`config.mk`:
```
export PLATFORM = sky130hd
export DESIGN_NAME = router_pkt_fifo
export DESIGN_NICKNAME = d
export VERILOG_FILES = /design/src/rtl/router_pkt_fifo.sv
export SDC_FILE = /design/constraint.sdc
export NUM_CORES = 1
export LEC_CHECK = 0
export BUFFER_PORTS_ARGS = -buffer_cell sky130_fd_sc_hd__buf_2
export CORE_MARGIN = 8
export CORE_UTILIZATION = 49
export CTS_CLUSTER_DIAMETER = 150
export DETAILED_ROUTE_END_ITERATION = 10
export HOLD_SLACK_MARGIN = 0.1
export PLACE_DENSITY = 0.72
export SYNTH_ARGS = -nofsm -noshare
export SYNTH_HDL_FRONTEND = slang
export SYNTH_SLANG_ARGS = --single-unit
```
`constraint.sdc`:
```
create_clock -name clk -period 3.9 [get_ports clk]
set_input_delay 0.585 -clock clk [delete_from_list [all_inputs] [get_ports clk]]
set_output_delay 0.585 -clock clk [all_outputs]
set_load 0.03 [all_outputs]
```
`src/rtl/router_pkt_fifo.sv`:
```
`default_nettype none
// ============================================================================
// Module      : router_pkt_fifo
// Description : Packet-aware output-channel FIFO for the router, tracking the
//               remaining length of the packet being read. Optional sticky
//               error flags are built when ROUTER_FIFO_ERR_FLAGS_EN is defined.
// Revision    : 1.0 - initial release
// ============================================================================
module router_pkt_fifo #(
    parameter int DATA_WIDTH = 8,
    parameter int DEPTH      = 16,
    parameter int LEN_LSB    = 2,
    parameter int LEN_WIDTH  = 6,
    parameter int AF_THRESH  = DEPTH - 2
) (
    input  logic                         clk,
    input  logic                         reset,
    input  logic                         soft_reset,
    input  logic                         write_enable,
    input  logic                         lfd_state,
    input  logic [DATA_WIDTH-1:0]        data_in,
    input  logic                         read_enable,
    output logic [DATA_WIDTH-1:0]        data_out,
    output logic                         data_valid,
    output logic                         full,
    output logic                         empty,
    output logic                         almost_full,
    output logic [$clog2(DEPTH):0]       fill_level,
    output logic [LEN_WIDTH:0]           rem_count,
    output logic                         pkt_end,
    output logic                         overflow_err,
    output logic                         underflow_err
);

    localparam int              c_AW      = $clog2(DEPTH);
    localparam logic [c_AW:0]   c_AF      = AF_THRESH[c_AW:0];
    localparam logic [LEN_WIDTH:0] c_REM_ONE = {{LEN_WIDTH{1'b0}}, 1'b1};

    logic [DATA_WIDTH:0]  r_mem [DEPTH];
    logic [c_AW:0]        r_wr_ptr;
    logic [c_AW:0]        r_rd_ptr;
    logic [DATA_WIDTH-1:0] r_data_out;
    logic                 r_data_valid;
    logic [LEN_WIDTH:0]   r_rem;
    logic                 r_pkt_end;

    logic                 w_wr_ok;
    logic                 w_rd_ok;
    logic [DATA_WIDTH:0]  w_rd_word;
    logic                 w_rd_sof;
    logic [LEN_WIDTH-1:0] w_rd_len;

    // Status flags derive purely from the extra-MSB pointer pair.
    assign empty       = (r_wr_ptr == r_rd_ptr);
    assign full        = (r_wr_ptr[c_AW] != r_rd_ptr[c_AW]) &&
                         (r_wr_ptr[c_AW-1:0] == r_rd_ptr[c_AW-1:0]);
    assign fill_level  = r_wr_ptr - r_rd_ptr;
    assign almost_full = (fill_level >= c_AF);

    assign w_wr_ok   = write_enable && !full && !soft_reset;
    assign w_rd_ok   = read_enable && !empty && !soft_reset;
    assign w_rd_word = r_mem[r_rd_ptr[c_AW-1:0]];
    assign w_rd_sof  = w_rd_word[DATA_WIDTH];
    assign w_rd_len  = w_rd_word[LEN_LSB +: LEN_WIDTH];

    // Storage is deliberately left out of reset.
    always_ff @(posedge clk) begin
        if (w_wr_ok) begin
            r_mem[r_wr_ptr[c_AW-1:0]] <= {lfd_state, data_in};
        end
    end

    always_ff @(posedge clk or posedge reset) begin
        if (reset) begin
            r_wr_ptr     <= '0;
            r_rd_ptr     <= '0;
            r_data_out   <= '0;
            r_data_valid <= 1'b0;
            r_rem        <= '0;
            r_pkt_end    <= 1'b0;
        end else if (soft_reset) begin
            r_wr_ptr     <= '0;
            r_rd_ptr     <= '0;
            r_data_out   <= '0;
            r_data_valid <= 1'b0;
            r_rem        <= '0;
            r_pkt_end    <= 1'b0;
        end else begin
            r_data_valid <= w_rd_ok;
            r_pkt_end    <= 1'b0;
            if (w_wr_ok) begin
                r_wr_ptr <= r_wr_ptr + 1'b1;
            end
            if (w_rd_ok) begin
                r_rd_ptr   <= r_rd_ptr + 1'b1;
                r_data_out <= w_rd_word[DATA_WIDTH-1:0];
                // A header always restarts the count: payload plus parity.
                if (w_rd_sof) begin
                    r_rem <= {1'b0, w_rd_len} + c_REM_ONE;
                end else if (r_rem != '0) begin
                    r_rem     <= r_rem - c_REM_ONE;
                    r_pkt_end <= (r_rem == c_REM_ONE);
                end
            end
        end
    end

    assign data_out   = r_data_out;
    assign data_valid = r_data_valid;
    assign rem_count  = r_rem;
    assign pkt_end    = r_pkt_end;

`ifdef ROUTER_FIFO_ERR_FLAGS_EN
    logic r_ovf;
    logic r_udf;

    always_ff @(posedge clk or posedge reset) begin
        if (reset) begin
            r_ovf <= 1'b0;
            r_udf <= 1'b0;
        end else if (soft_reset) begin
            r_ovf <= 1'b0;
            r_udf <= 1'b0;
        end else begin
            if (write_enable && full) begin
                r_ovf <= 1'b1;
            end
            if (read_enable && empty) begin
                r_udf <= 1'b1;
            end
        end
    end

    assign overflow_err  = r_ovf;
    assign underflow_err = r_udf;
`else
    assign overflow_err  = 1'b0;
    assign underflow_err = 1'b0;
`endif

endmodule
`default_nettype wire

```
# Yosys cells after proc, flatten, opt, wreduce, memory -nomap -nowiden
# Memories as Yosys holds them, arrays and structs flattened.
# Index checks and enable logic that the tools add are counted.
[totals]
input_bits = 14
out_inout_bits = 27
ff_bits = 27
mem_bits_rw = 144
word_cells = 47
mem_count = 1
[memory_table]
columns = ["name", "words", "word_bits", "read_ports", "rd_ports_with_merged_regs", "write_ports", "line_no", "source"]
rows = [
  ["r_mem", 16, 9, 1, 0, 1, "39", "logic [DATA_WIDTH:0] r_mem [DEPTH];"],
]
[classes]
mux = 17
addsub = 5
n_reduce_logical = 13
n_eq_ne = 4
magnitude_cmp = 1
[ops]
columns = ["op", "n"]
rows = [
  ["$mux 7", 4],
  ["$mux 5", 4],
  ["$mux 8", 2],
  ["$add 5x1->5 const B", 2],
  ["$add 6x1->7 const B", 1],
  ["$eq 7x1->1 const B", 1],
  ["$mux 1", 7],
  ["$reduce_bool 7->1", 1],
  ["$sub 7x1->7 const B", 1],
  ["$eq 5x5->1", 1],
  ["$ge 5x4->1 const B", 1],
  ["$logic_and 1x1->1", 5],
  ["$sub 5x5->5", 1],
  ["$eq 4x4->1", 1],
  ["$reduce_bool 2->1", 2],
  ["$logic_not 1->1", 3],
  ["$reduce_bool 3->1", 1],
  ["$reduce_and 2->1", 1],
  ["$ne 1x1->1", 1],
]

# Longest topological paths before layout
# Gate-level depths: netlist of the first run.
[depth]
ltp_word = 7
depth_mapped = 10

# Least setup slack after synthesis of the first run
# No wires, ideal clock.
[synth_timing]
kind = "register to register"
from = "reg r_rd_ptr[2]"
to = "mem r_mem[0][0] (netlist name) (enable)"
setup_slack_ns = 0.918
setup_time_ns = 0.387
t_required_ns = 3.513
path_stages_with_launch = 10
t_arrival_ns = 2.595
cell_sequence = "dfrtp_1 > buf_6 > clkbuf_1 > inv_1 > ha_1 > nand4_1 > o21ai_0 > nor2_1 > nand2_1 > nor3_1"
[synth_between]
elab_chain_len = 7
[synth_lines]
columns = ["item", "line_no", "source"]
rows = [
  ["from (decl)", "41", "logic [c_AW:0] r_rd_ptr;"],
  ["from (signal assigned)", "95", "r_rd_ptr <= r_rd_ptr + 1'b1;"],
  ["$eq 4x4->1", "56", "(r_wr_ptr[c_AW-1:0] == r_rd_ptr[c_AW-1:0]);"],
  ["$logic_and 1x1->1", "55", "assign full = (r_wr_ptr[c_AW] != r_rd_ptr[c_AW]) &&"],
  ["$logic_not 1->1", "60", "assign w_wr_ok = write_enable && !full && !soft_reset;"],
  ["$logic_and 1x1->1 (2 in series)", "60", ""],
  ["$mux 1", "68", "if (w_wr_ok) begin"],
  ["$mux 1 (not written as such)", "69", "r_mem[r_wr_ptr[c_AW-1:0]] <= {lfd_state, data_in};"],
  ["to (decl)", "39", ""],
]
# Every way passes these cells.

# Worst setup path in the final report of the first run
[layout_timing]
from = "reg r_wr_ptr[0]"
to = "out almost_full"
[layout_between]
elab_chain_len = 2
[layout_lines]
columns = ["item", "line_no", "source"]
rows = [
  ["from (decl)", "40", "logic [c_AW:0] r_wr_ptr;"],
  ["from (signal assigned)", "92", "r_wr_ptr <= r_wr_ptr + 1'b1;"],
  ["$sub 5x5->5", "57", "assign fill_level = r_wr_ptr - r_rd_ptr;"],
  ["$ge 5x4->1", "58", "assign almost_full = (fill_level >= c_AF);"],
  ["to (decl)", "27", "output logic almost_full,"],
]
# Every way passes these cells.

==> results of run 1 <==
[per-stage QoR]
stage          hold slack (ns)  utilization (%)
3_3_place_gp             0.512             53.0
4_1_cts                  0.439             56.9
3_5_place_dp             0.516             53.0
2_1_floorplan            0.561                -
5_1_grt                  0.514             56.9
6_report                 0.404             56.9
[sequential cells by signal (all words and copies together) (netlist names)]
| register | cells |
|---|---|
| data_out | 8 |
| data_valid | 1 |
| pkt_end | 1 |
| r_mem | 144 |
| r_rd_ptr | 5 |
| r_wr_ptr | 5 |
| rem_count | 7 |
[where the power goes]
part           internal (mW)  switching (mW)  leakage [nW]  total, mW
combinational          0.347           0.543         0.970      0.890
clock                  0.894           0.727         0.268       1.62
sequential              2.03          0.0464          1.67       2.08
[worst max-delay path by stage]
stage / start / to / slack, ns / depth (start not counted)
after global placement: r_rd_ptr[3] / r_mem[15][6] / 1.07 / 7
after CTS: r_wr_ptr[0] / almost_full / 0.79 / 9
final: r_wr_ptr[0] / almost_full / 0.81 / 9
after floorplan: r_rd_ptr[2] / r_mem[0][0] / 0.92 / 9
after detailed placement: r_rd_ptr[3] / r_mem[15][5] / 0.91 / 7
after global routing: r_wr_ptr[0] / almost_full / 0.69 / 9
[synth_stat cells, types with 2 or more instances]
library cell,number,share of area [%]
a22oi_1,11,1.1
a32o_1,2,0.28
xor2_1,9,1.1
buf_4,4,0.41
a21o_1,3,0.31
xnor2_1,7,0.84
dfrtp_1,27,9.3
nor3b_1,2,0.21
nor3_1,6,0.41
edfxtp_1,144,60
nand2_1,36,1.9
nor2_1,27,1.4
buf_6,4,0.62
mux4_2,35,11
buf_2,3,0.21
a21oi_1,15,1.0
o41ai_1,2,0.24
ha_1,13,2.2
or4_1,2,0.21
nor2b_1,5,0.43
inv_1,9,0.47
clkbuf_1,11,0.57
nand2b_1,2,0.17
nand4_1,5,0.43
nand3_1,8,0.55
nor4_1,3,0.26
mux2i_1,4,0.55
mux4_1,4,1.4
o21ai_0,4,0.28
and2_1,2,0.17
[layer usage]
layer	vias to the layer above	part of all wire (%)
met5	-	0
met4	0	1.6
met3	20	6.8
met2	135	49
met1	2044	43
li1	1778	-
[critical path: cells and delay by family, from the launching register on]
family	cells	cell delay, ns
buffers and inverters	3	0.39
XOR/XNOR	1	0.11
adder cells (fa/ha/maj)	2	0.57
AO/OA/AOI/OAI	3	0.59
flip-flops	1	0.42
[cell type report]
type,instances,area (um2),area share [%]
Clock buffer,18,429,5.21
Clock inverter,14,138,1.67
Inverter,11,41.3,0.501
Multi-Input combinational cell,227,2090,25.3
Sequential cell,171,5000,60.7
Tap cell,184,230,2.79
Timing Repair Buffer,54,310,3.77
[cell families (layout without fill, tap and decap cells)]
| kind of cell | Yosys count | after routing |
|---|---|---|
| muxes | 45 | 45 |
| AOI/OAI and AO/OA | 46 | 46 |
| xor gates and xnor gates | 16 | 16 |
| other | 1 | 2 |
| DFF | 171 | 171 |
| and+or+nand+nor | 104 | 104 |
| adders and majority gates | 14 | 14 |
| buffers and inverters | 33 | 97 |
[layout by cell type (no fill, tap or decap), types with 9 or more instances in the layout]
cell,netlist,final
a21oi_1,15,15
a22oi_1,11,11
buf_2,3,38
buf_4,4,16
clkbuf_16,0,17
dfrtp_1,27,26
edfxtp_1,144,144
ha_1,13,13
inv_1,9,9
mux4_2,35,35
nand2_1,36,36
nor2_1,27,27
xor2_1,9,9
==> impl_metrics.env, run 1 <==
export IMPL_fin_tns_setup_ns=0
export IMPL_synth_ff_type="edfxtp_1"
export IMPL_syn_instance_count=430
export IMPL_postSynth_asyncResetShare_pct=15.8
export IMPL_groute_layer_met1_usage_pct=21.7
export IMPL_maximum_clock_frequency_ghz=0.324
export IMPL_vias_in_the_first_global_route=4054
export IMPL_vias=3977
export IMPL_critPathRequiredTime_ns=3.31
export IMPL_cts_root_buf="clkbuf_16"
export IMPL_timing_reg2reg_worst_path_depth=7
export IMPL_cts_resized_gates=0
export IMPL_run_status="finished clean"
export IMPL_gr_max_usage_layer="met2"
export IMPL_flop2flop_setup_slack_ns=0.90
export IMPL_synth_ff_latch_count=171
export IMPL_critical_path_arrival_ns=2.50
export IMPL_detail_route_iter0_violations=345
export IMPL_chipWidth_um=138
export IMPL_critPathSlowestCell="dfrtp_1"
export IMPL_yosys_area_share_simple_pct=6.74
export IMPL_floorplan_initialDensity_pct=50.1
export IMPL_grt_overflow=0
export IMPL_synth_cell_area_mm2=0.00726
export IMPL_clock_skew_final_ns=0.0216
export IMPL_antenna_diode_count=0
export IMPL_post_synth_cell_area_avg_um2=16.9
export IMPL_design_final_nets=510
export IMPL_hold_violations=0
export IMPL_port_buffer_count=38
export IMPL_global_route_usage_total_pct=16.8
export IMPL_grt_setup_unrepaired="no"
export IMPL_period_minus_slack_ns=3.09
export IMPL_post_route_cell_area_mm2=0.00824
export IMPL_timing_worst_setup_path_type="register to primary output"
export IMPL_maxSlewViolCount=0
export IMPL_post_synth_num_cell_types=51
export IMPL_floorplan_io_pins=41
export IMPL_fin_crit_share_pct=79.2
export IMPL_cp_max_fo=4
export IMPL_max_slew_worst_pin_slew_ns=1.04
export IMPL_place_worst_setup_slack_ns=0.910
export IMPL_timing_critical_path_to_type="primary output"
export IMPL_layoutNonFillerInstCount=679
export IMPL_vdd_ir_drop_worst_mv=0.304
export IMPL_cts_setup_buffers=0
export IMPL_synthesis_yosys_warnings=0
export IMPL_wirelength_um=14900
export IMPL_cts_hold_buffers=0
export IMPL_h_tree_depth=4
export IMPL_drt_pass1_iterations=7
export IMPL_timing_critical_path_cells="inv_1 > ha_1 > inv_1 > fa_1 > a21o_1 > a21oi_1 > xnor2_1 > a31o_2 > buf_2"
export IMPL_drc=0
export IMPL_timing_critical_path_mode_cell="inv_1"
export IMPL_post_route_worst_setup_slack_ns=0.812
export IMPL_p_leak_nw=2.90
export IMPL_fp_dieArea_mm2=0.0190
export IMPL_gr_usage_met2_pct=26.7
export IMPL_use_met3_pct=4.60
export IMPL_clk_pin_slew_worst_setup_hold_paths_ns=0.07
export IMPL_floorplan_die_height_um=138
export IMPL_peak_per_stage_delay_on_the_critical_path_ns=0.42
export IMPL_max_cap_viol_count=0
export IMPL_cts_made_buffers=17
export IMPL_holdCritPathClass="input port to asynchronous set/reset pin"
export IMPL_synth_compound_area_share_pct=4.28
export IMPL_antenna_found_initial=0
export IMPL_antenna_left=0
export IMPL_power_per_cell_area_mw_per_mm2=557
export IMPL_cts_sink_count=171
export IMPL_final_layout_size_suffix_gt1_share_pct=25.5
export IMPL_r2r_start="r_rd_ptr[3]"
export IMPL_gpl_final_weighted_congestion=0.850
export IMPL_placeableCoreArea_mm2=0.0145
export IMPL_crit_path_start_kind="register"
export IMPL_row_count=44
export IMPL_wire_length_of_the_first_global_routing_pass_um=23200
export IMPL_dpl_hpwl_um=9750
export IMPL_route_detailed_vias_per_inst=5.86
export IMPL_fillers=1088
export IMPL_yosys_area_share_xor_xnor_pct=1.93
export IMPL_area_growth_pct=13.5
export IMPL_maximum_number_of_pins_on_one_net_before_global_route_repair=36
export IMPL_dpl_cell_area_mm2=0.00767
export IMPL_cts_tree="yes"
export IMPL_wire_per_inst_um=21.9
export IMPL_number_of_enable_type_register_cells_in_the_synthesized_netlist=144
export IMPL_place_detailed_instances=647
export IMPL_yosysSeqAreaShare_pct=68.9
export IMPL_share_of_cell_area_taken_by_muxes_after_synthesis_pct=13.2
export IMPL_power_mw=4.59
export IMPL_max_slew_margin_pct=30.4
export IMPL_synth_adder_area_share_pct=2.52
export IMPL_worst_skew_pair_later_pin_latency_ns=0.44
export IMPL_clock_tree_buffer_depth=2
export IMPL_final_report_setup_violation_count=0
export IMPL_r2r_end="r_mem[11][8]"
export IMPL_combinational_family_with_the_most_area_after_synthesis="multiplexers"
(Power assumes the default switching activity.)
==> run 2, diff against run 1 <==
Settings changed: ABC_AREA set to 1, PLACE_DENSITY 0.72 to 0.75.
Clock period 3.9 ns to 2.8 ns, I/O delays scaled along.
==> run 2 against run 1 <==
Effect of this change: sequential share of layout area fell by 4.0 points; combinational power rose by 56%; power rose by 46%; global-route usage up 1.5 points; critical endpoint unchanged; highest routed layer unchanged.
==> impl_metrics.env, run 2 <==
export IMPL_run_status="finished clean"
export IMPL_most_common_layout_cells="nand2_1, edfxtp_1, nor2_1"
export IMPL_vdd_ir_drop_worst_mv=0.543
export IMPL_path_buf_inv=3
export IMPL_flip_flop_count_of_the_largest_register_all_copies_and_words_added=144
export IMPL_yosysSeqAreaShare_pct=65.4
export IMPL_maximum_clock_frequency_ghz=0.380
export IMPL_synth_cell_area_mm2=0.00765
export IMPL_fillers=1262
export IMPL_holdCritPathClass="input port to register"
export IMPL_clock_skew_final_ns=0.00929
export IMPL_post_synth_top_area_fraction_pct=56.5
export IMPL_floorplan_die_height_um=141
export IMPL_global_route_usage_total_pct=18.3
export IMPL_cts_made_buffers=17
export IMPL_number_of_enable_type_register_cells_in_the_synthesized_netlist=144
export IMPL_mostFrequentLayoutCell="nand2_1"
export IMPL_clk_pin_slew_worst_setup_hold_paths_ns=0.07
export IMPL_post_route_worst_setup_slack_ns=0.166
export IMPL_timing_critical_path_cells="inv_2 > ha_1 > inv_1 > fa_1 > a21oi_1 > o21bai_1 > xor2_1 > o21ai_1 > buf_2"
export IMPL_h_tree_depth=4
export IMPL_vias_in_the_first_global_route=5243
export IMPL_synth_top_cells_by_count="nand2_1, edfxtp_1, nor2_1"
export IMPL_timing_critical_path_to_type="primary output"
export IMPL_floorplan_initialDensity_pct=50.3
export IMPL_gpl_final_weighted_congestion=0.851
export IMPL_wire_per_inst_um=17.6
export IMPL_hold_violations=0
export IMPL_antenna_left=0
export IMPL_placeableCoreArea_mm2=0.0152
export IMPL_critical_path_arrival_ns=2.21
export IMPL_clock_tree_buffer_depth=2
export IMPL_fp_dieArea_mm2=0.0199
export IMPL_period_minus_slack_ns=2.63
export IMPL_timing_worst_setup_path_type="register to primary output"
export IMPL_critPathSlowestCell="fa_1"
export IMPL_drc=0
export IMPL_syn_instance_count=733
export IMPL_route_detailed_vias_per_inst=5.40
export IMPL_max_slew_margin_pct=63.0
export IMPL_final_report_setup_violation_count=0
export IMPL_cpLargestDelayFamily="adder cells"
export IMPL_cts_root_buf="clkbuf_16"
export IMPL_max_cap_viol_count=0
export IMPL_synth_most_common_cell="nand2_1"
export IMPL_post_route_cell_area_mm2=0.00882
export IMPL_chipWidth_um=141
export IMPL_wirelength_um=17600
export IMPL_synth_ff_latch_count=171
export IMPL_final_layout_size_suffix_gt1_share_pct=15.0
export IMPL_cp_max_fo=5
export IMPL_antenna_found_initial=0
export IMPL_design_final_nets=826
export IMPL_dpl_hpwl_um=11400
export IMPL_post_synth_cell_area_avg_um2=10.4
export IMPL_post_route_util_pct=58.0
export IMPL_detail_route_iter0_violations=573
export IMPL_place_worst_setup_slack_ns=0.343
export IMPL_power_per_cell_area_mw_per_mm2=758
export IMPL_yosysTopAreaCell="edfxtp_1"
export IMPL_synth_ff_type="edfxtp_1"
export IMPL_area_growth_pct=15.3
export IMPL_drt_pass1_iterations=5
export IMPL_grt_overflow=0
export IMPL_synthesis_yosys_warnings=0
export IMPL_crit_path_start_kind="register"
export IMPL_critPathRequiredTime_ns=2.38
export IMPL_floorplan_io_pins=41
export IMPL_top_post_synthesis_cells_by_area="edfxtp_1, dfrtp_1, nand2_1"
export IMPL_maxSlewViolCount=0
export IMPL_fin_crit_share_pct=94.1
export IMPL_antenna_diode_count=0
export IMPL_worst_skew_pair_later_pin_latency_ns=0.42
export IMPL_wire_length_of_the_first_global_routing_pass_um=27900
export IMPL_peak_per_stage_delay_on_the_critical_path_ns=0.40
export IMPL_cts_sink_count=171
export IMPL_cts_tree="yes"
export IMPL_max_slew_worst_pin_slew_ns=0.555
export IMPL_dpl_cell_area_mm2=0.00818
export IMPL_maximum_number_of_pins_on_one_net_before_global_route_repair=73
export IMPL_port_buffer_count=38
export IMPL_row_count=45
export IMPL_vias=5399
export IMPL_postSynth_asyncResetShare_pct=15.8
export IMPL_post_synth_num_cell_types=32
export IMPL_p_leak_nw=3.67
-- run 2: timing repair --
| action | in CTS | in global routing |
|---|---|---|
| setup buffers | 0 | 1 |
| setup endpoints to repair | 0 | 2 |
| hold endpoints to repair | 14 | 0 |
| hold buffers | 1 | 0 |
| resized for setup | 0 | 2 |
-- run 2: where the power goes --
part / leakage (nW) / switching [mW] / internal [mW]
clock: 0.302 / 0.952 / 1.46
sequential: 1.66 / 0.0538 / 2.84
combinational: 1.70 / 0.972 / 0.418
-- run 2: worst paths after layout --
kind | start | end | slack (ns) | cells after the start
setup / recovery | r_wr_ptr[0] | almost_full | 0.17 | 9
hold reg to reg | r_wr_ptr[4] | r_wr_ptr[4] | 0.49 | 1
setup reg to reg | r_wr_ptr[1] | r_mem[0][1] | 0.35 | 7
min in group asynchronous | reset | data_out[3] | 0.59 | 3
hold / removal | soft_reset | data_valid | 0.29 | 2
max in group asynchronous | reset | r_rd_ptr[0] | 1.60 | 4
-- run 2: layout make-up --
cell class                      count  area, um2  share of cell area, %
Sequential cell                   171       5000                   56.7
Multi-Input combinational cell    457       2170                   24.6
Timing Repair Buffer               78        522                   5.92
Clock buffer                       19        453                   5.14
Inverter                           73        274                   3.11
Tap cell                          188        235                   2.67
Clock inverter                     13        164                   1.86
-- run 2: logic make-up after synthesis --
group / count (synthesis) / synth area share, %
AO/OA/AOI/OAI: 93 / 6.74
XOR/XNOR: 8 / 0.916
flip-flops: 171 / 65.4
adder cells (fa/ha/maj): 14 / 2.39
other: 1 / 0.0490
buffers and inverters: 106 / 6.31
AND/OR/NAND/NOR: 340 / 18.2
-- run 2: metrics by stage --
step | hold WS [ns] | setup TNS (ns) | std cells | power, mW
5_1_grt | 0.282 | -0.00506 | 999 | 6.98
6_report | 0.292 | 0 | 999 | 6.69
3_5_place_dp | 0.482 | 0 | 965 | 4.33
3_3_place_gp | 0.476 | 0 | 965 | 4.31
2_1_floorplan | 0.455 | -5.32 | 734 | 3.96
4_1_cts | 0.274 | 0 | 998 | 6.72
-- run 2: worst register-to-register path, cell delays in order (launching register included) --
cell,delay (ns)
dfrtp_1,0.46
ha_1,0.35
nand4_1,0.16
o21ai_0,0.15
nor2_1,0.32
nand2_1,0.17
nor2_1,0.32
buf_4,0.22
-- run 2: metal layers --
metal / part of all wire (%) / wire length (um) / track usage, % / vias to the layer above
li1: - / - / - / 2600
met1: 42 / 7460 / 23.2 / 2557
met2: 48 / 8480 / 29.8 / 215
met3: 7.3 / 1280 / 4.86 / 27
met4: 2.1 / 361 / 6.62 / 0
met5: 0 / 0 / 0 / -
==> run 3, diff against run 2 <==
Settings changed: CELL_PAD_IN_SITES_DETAIL_PLACEMENT set to 0, CELL_PAD_IN_SITES_GLOBAL_PLACEMENT set to 1, CORE_UTILIZATION 49 to 44, PLACE_DENSITY 0.75 to 0.82.
==> run 3 against run 2 <==
Effect of this change: fmax decreased by 1.9%; count of clock-buffer cells in the layout fell by 1; largest power group unchanged; critical endpoint unchanged; utilization down 6.7 points.
==> impl_metrics.env, run 3 (synthesis gave the netlist of run 2 again) <==
export IMPL_run_status="finished clean"
export IMPL_cts_sink_count=171
export IMPL_r2r_end="rem_count[4]"
export IMPL_min_path_cells=4
export IMPL_cts_tree="yes"
export IMPL_flip_flop_count_of_the_largest_register_all_copies_and_words_added=144
export IMPL_grt_setup_unrepaired="no"
export IMPL_timing_worst_setup_path_type="register to primary output"
export IMPL_dpl_hpwl_um=12200
export IMPL_floorplan_initialDensity_pct=44.5
export IMPL_vias_in_the_first_global_route=5332
export IMPL_gpl_final_weighted_congestion=0.890
export IMPL_max_cap_viol_count=0
export IMPL_maxSlewViolCount=0
export IMPL_whs_endpoint="pkt_end"
export IMPL_crit_path_start_kind="register"
export IMPL_area_growth_pct=15.2
export IMPL_drt_pass1_iterations=5
export IMPL_timing_critical_path_to_type="primary output"
export IMPL_power_mw=6.77
export IMPL_drc=0
export IMPL_clk_pin_slew_worst_setup_hold_paths_ns=0.06
export IMPL_floorplan_io_pins=41
export IMPL_fp_dieArea_mm2=0.0219
export IMPL_hold_violations=0
export IMPL_placeableCoreArea_mm2=0.0172
export IMPL_vdd_ir_drop_worst_mv=0.587
export IMPL_wire_per_inst_um=18.0
export IMPL_most_common_layout_cells="nand2_1, edfxtp_1, nor2_1"
export IMPL_gr_usage_met2_pct=28.2
export IMPL_use_met3_pct=3.67
export IMPL_cp_max_fo=5
export IMPL_maximum_number_of_pins_on_one_net_before_global_route_repair=77
export IMPL_clock_tree_buffer_depth=2
export IMPL_final_report_setup_violation_count=0
export IMPL_timing_reg2reg_worst_path_depth=15
export IMPL_clock_skew_final_ns=0.0117
export IMPL_flop2flop_setup_slack_ns=0.37
export IMPL_mostFrequentLayoutCell="nand2_1"
export IMPL_worst_skew_pair_later_pin_latency_ns=0.43
export IMPL_cts_made_buffers=17
export IMPL_design_final_nets=820
export IMPL_max_slew_margin_pct=62.7
export IMPL_critPathRequiredTime_ns=2.38
export IMPL_layoutNonFillerInstCount=1030
export IMPL_route_detailed_vias_per_inst=5.30
export IMPL_fillers=1561
export IMPL_detail_route_iter0_violations=532
export IMPL_global_route_usage_total_pct=17.2
export IMPL_power_per_cell_area_mw_per_mm2=768
export IMPL_max_slew_worst_pin_slew_ns=0.556
export IMPL_r2r_start="r_rd_ptr[0]"
export IMPL_wirelength_um=18600
export IMPL_h_tree_depth=4
export IMPL_row_count=48
export IMPL_antenna_found_initial=0
export IMPL_antenna_diode_count=0
export IMPL_maximum_clock_frequency_ghz=0.373
export IMPL_p_leak_nw=3.62
export IMPL_holdCritStartpoint="soft_reset"
export IMPL_floorplan_die_height_um=148
export IMPL_timing_critical_path_from="r_wr_ptr[0]"
export IMPL_wire_length_of_the_first_global_routing_pass_um=29000
export IMPL_chipWidth_um=148
export IMPL_grt_overflow=0
export IMPL_period_minus_slack_ns=2.68
export IMPL_final_layout_size_suffix_gt1_share_pct=14.3
export IMPL_cts_setup_buffers=0
export IMPL_place_detailed_instances=997
export IMPL_cts_root_buf="clkbuf_16"
export IMPL_gr_max_usage_layer="met2"
export IMPL_critical_path_arrival_ns=2.26
export IMPL_groute_layer_met1_usage_pct=21.8
export IMPL_holdCritPathClass="input port to register"
export IMPL_port_buffer_count=38
export IMPL_vias=5455
export IMPL_fin_crit_share_pct=95.9
export IMPL_antenna_left=0
run 3: stage by stage:
step | setup TNS (ns) | setup WS, ns | area (um2) | hold WS, ns | util (%)
2_1_floorplan | -5.32 | -0.147 | 7650 | 0.455 | -
3_3_place_gp | 0 | 0.424 | 8180 | 0.476 | 47.6
3_5_place_dp | 0 | 0.384 | 8180 | 0.484 | 47.6
4_1_cts | 0 | 0.0581 | 8810 | 0.352 | 51.3
5_1_grt | 0 | 0.0119 | 8810 | 0.372 | 51.3
6_report | 0 | 0.116 | 8810 | 0.374 | 51.3
run 3: report_power, final:
group	total (mW)	switching [mW]	internal [mW]
Combinational	1.41	1.00	0.406
Clock	2.47	0.971	1.50
Sequential	2.89	0.0588	2.84
Total	6.77	2.03	4.74
run 3: per-layer routing:
| layer | routed length (um) | part of all wire (%) | vias to the layer above |
|---|---|---|---|
| li1 | - | - | 2585 |
| met1 | 8080 | 43 | 2647 |
| met2 | 9080 | 49 | 192 |
| met3 | 1050 | 5.7 | 31 |
| met4 | 368 | 2.0 | 0 |
| met5 | 0 | 0 | - |
run 3: final cells by class:
cell class / count / area [um2] / area share (%)
Clock buffer: 18 / 429 / 4.87
Clock inverter: 14 / 195 / 2.21
Inverter: 73 / 274 / 3.11
Multi-Input combinational cell: 457 / 2170 / 24.6
Sequential cell: 171 / 5000 / 56.7
Tap cell: 225 / 282 / 3.19
Timing Repair Buffer: 72 / 464 / 5.27
run 3: how the worst max path moves through the flow:
stage              endpoint  slack [ns]
2_1_floorplan  r_mem[15][0]       -0.15
3_3_place_gp    r_mem[3][3]        0.42
3_5_place_dp    r_mem[3][3]        0.38
4_1_cts         almost_full        0.06
5_1_grt         almost_full        0.01
6_report        almost_full        0.12
run 3: worst max-delay path, stage by stage, from the launching register on:
cell      delay, ns
dfrtp_1        0.42
inv_2          0.11
ha_1           0.14
inv_1          0.05
fa_1           0.40
a21oi_1        0.15
o21bai_1       0.09
xor2_1         0.16
o21ai_1        0.09
buf_2          0.22
run 3: what timing repair did:
item	4_1_cts	5_1_grt
setup endpoints to repair	0	2
hold endpoints to repair	13	0
resized for setup	0	2
hold buffers	1	0
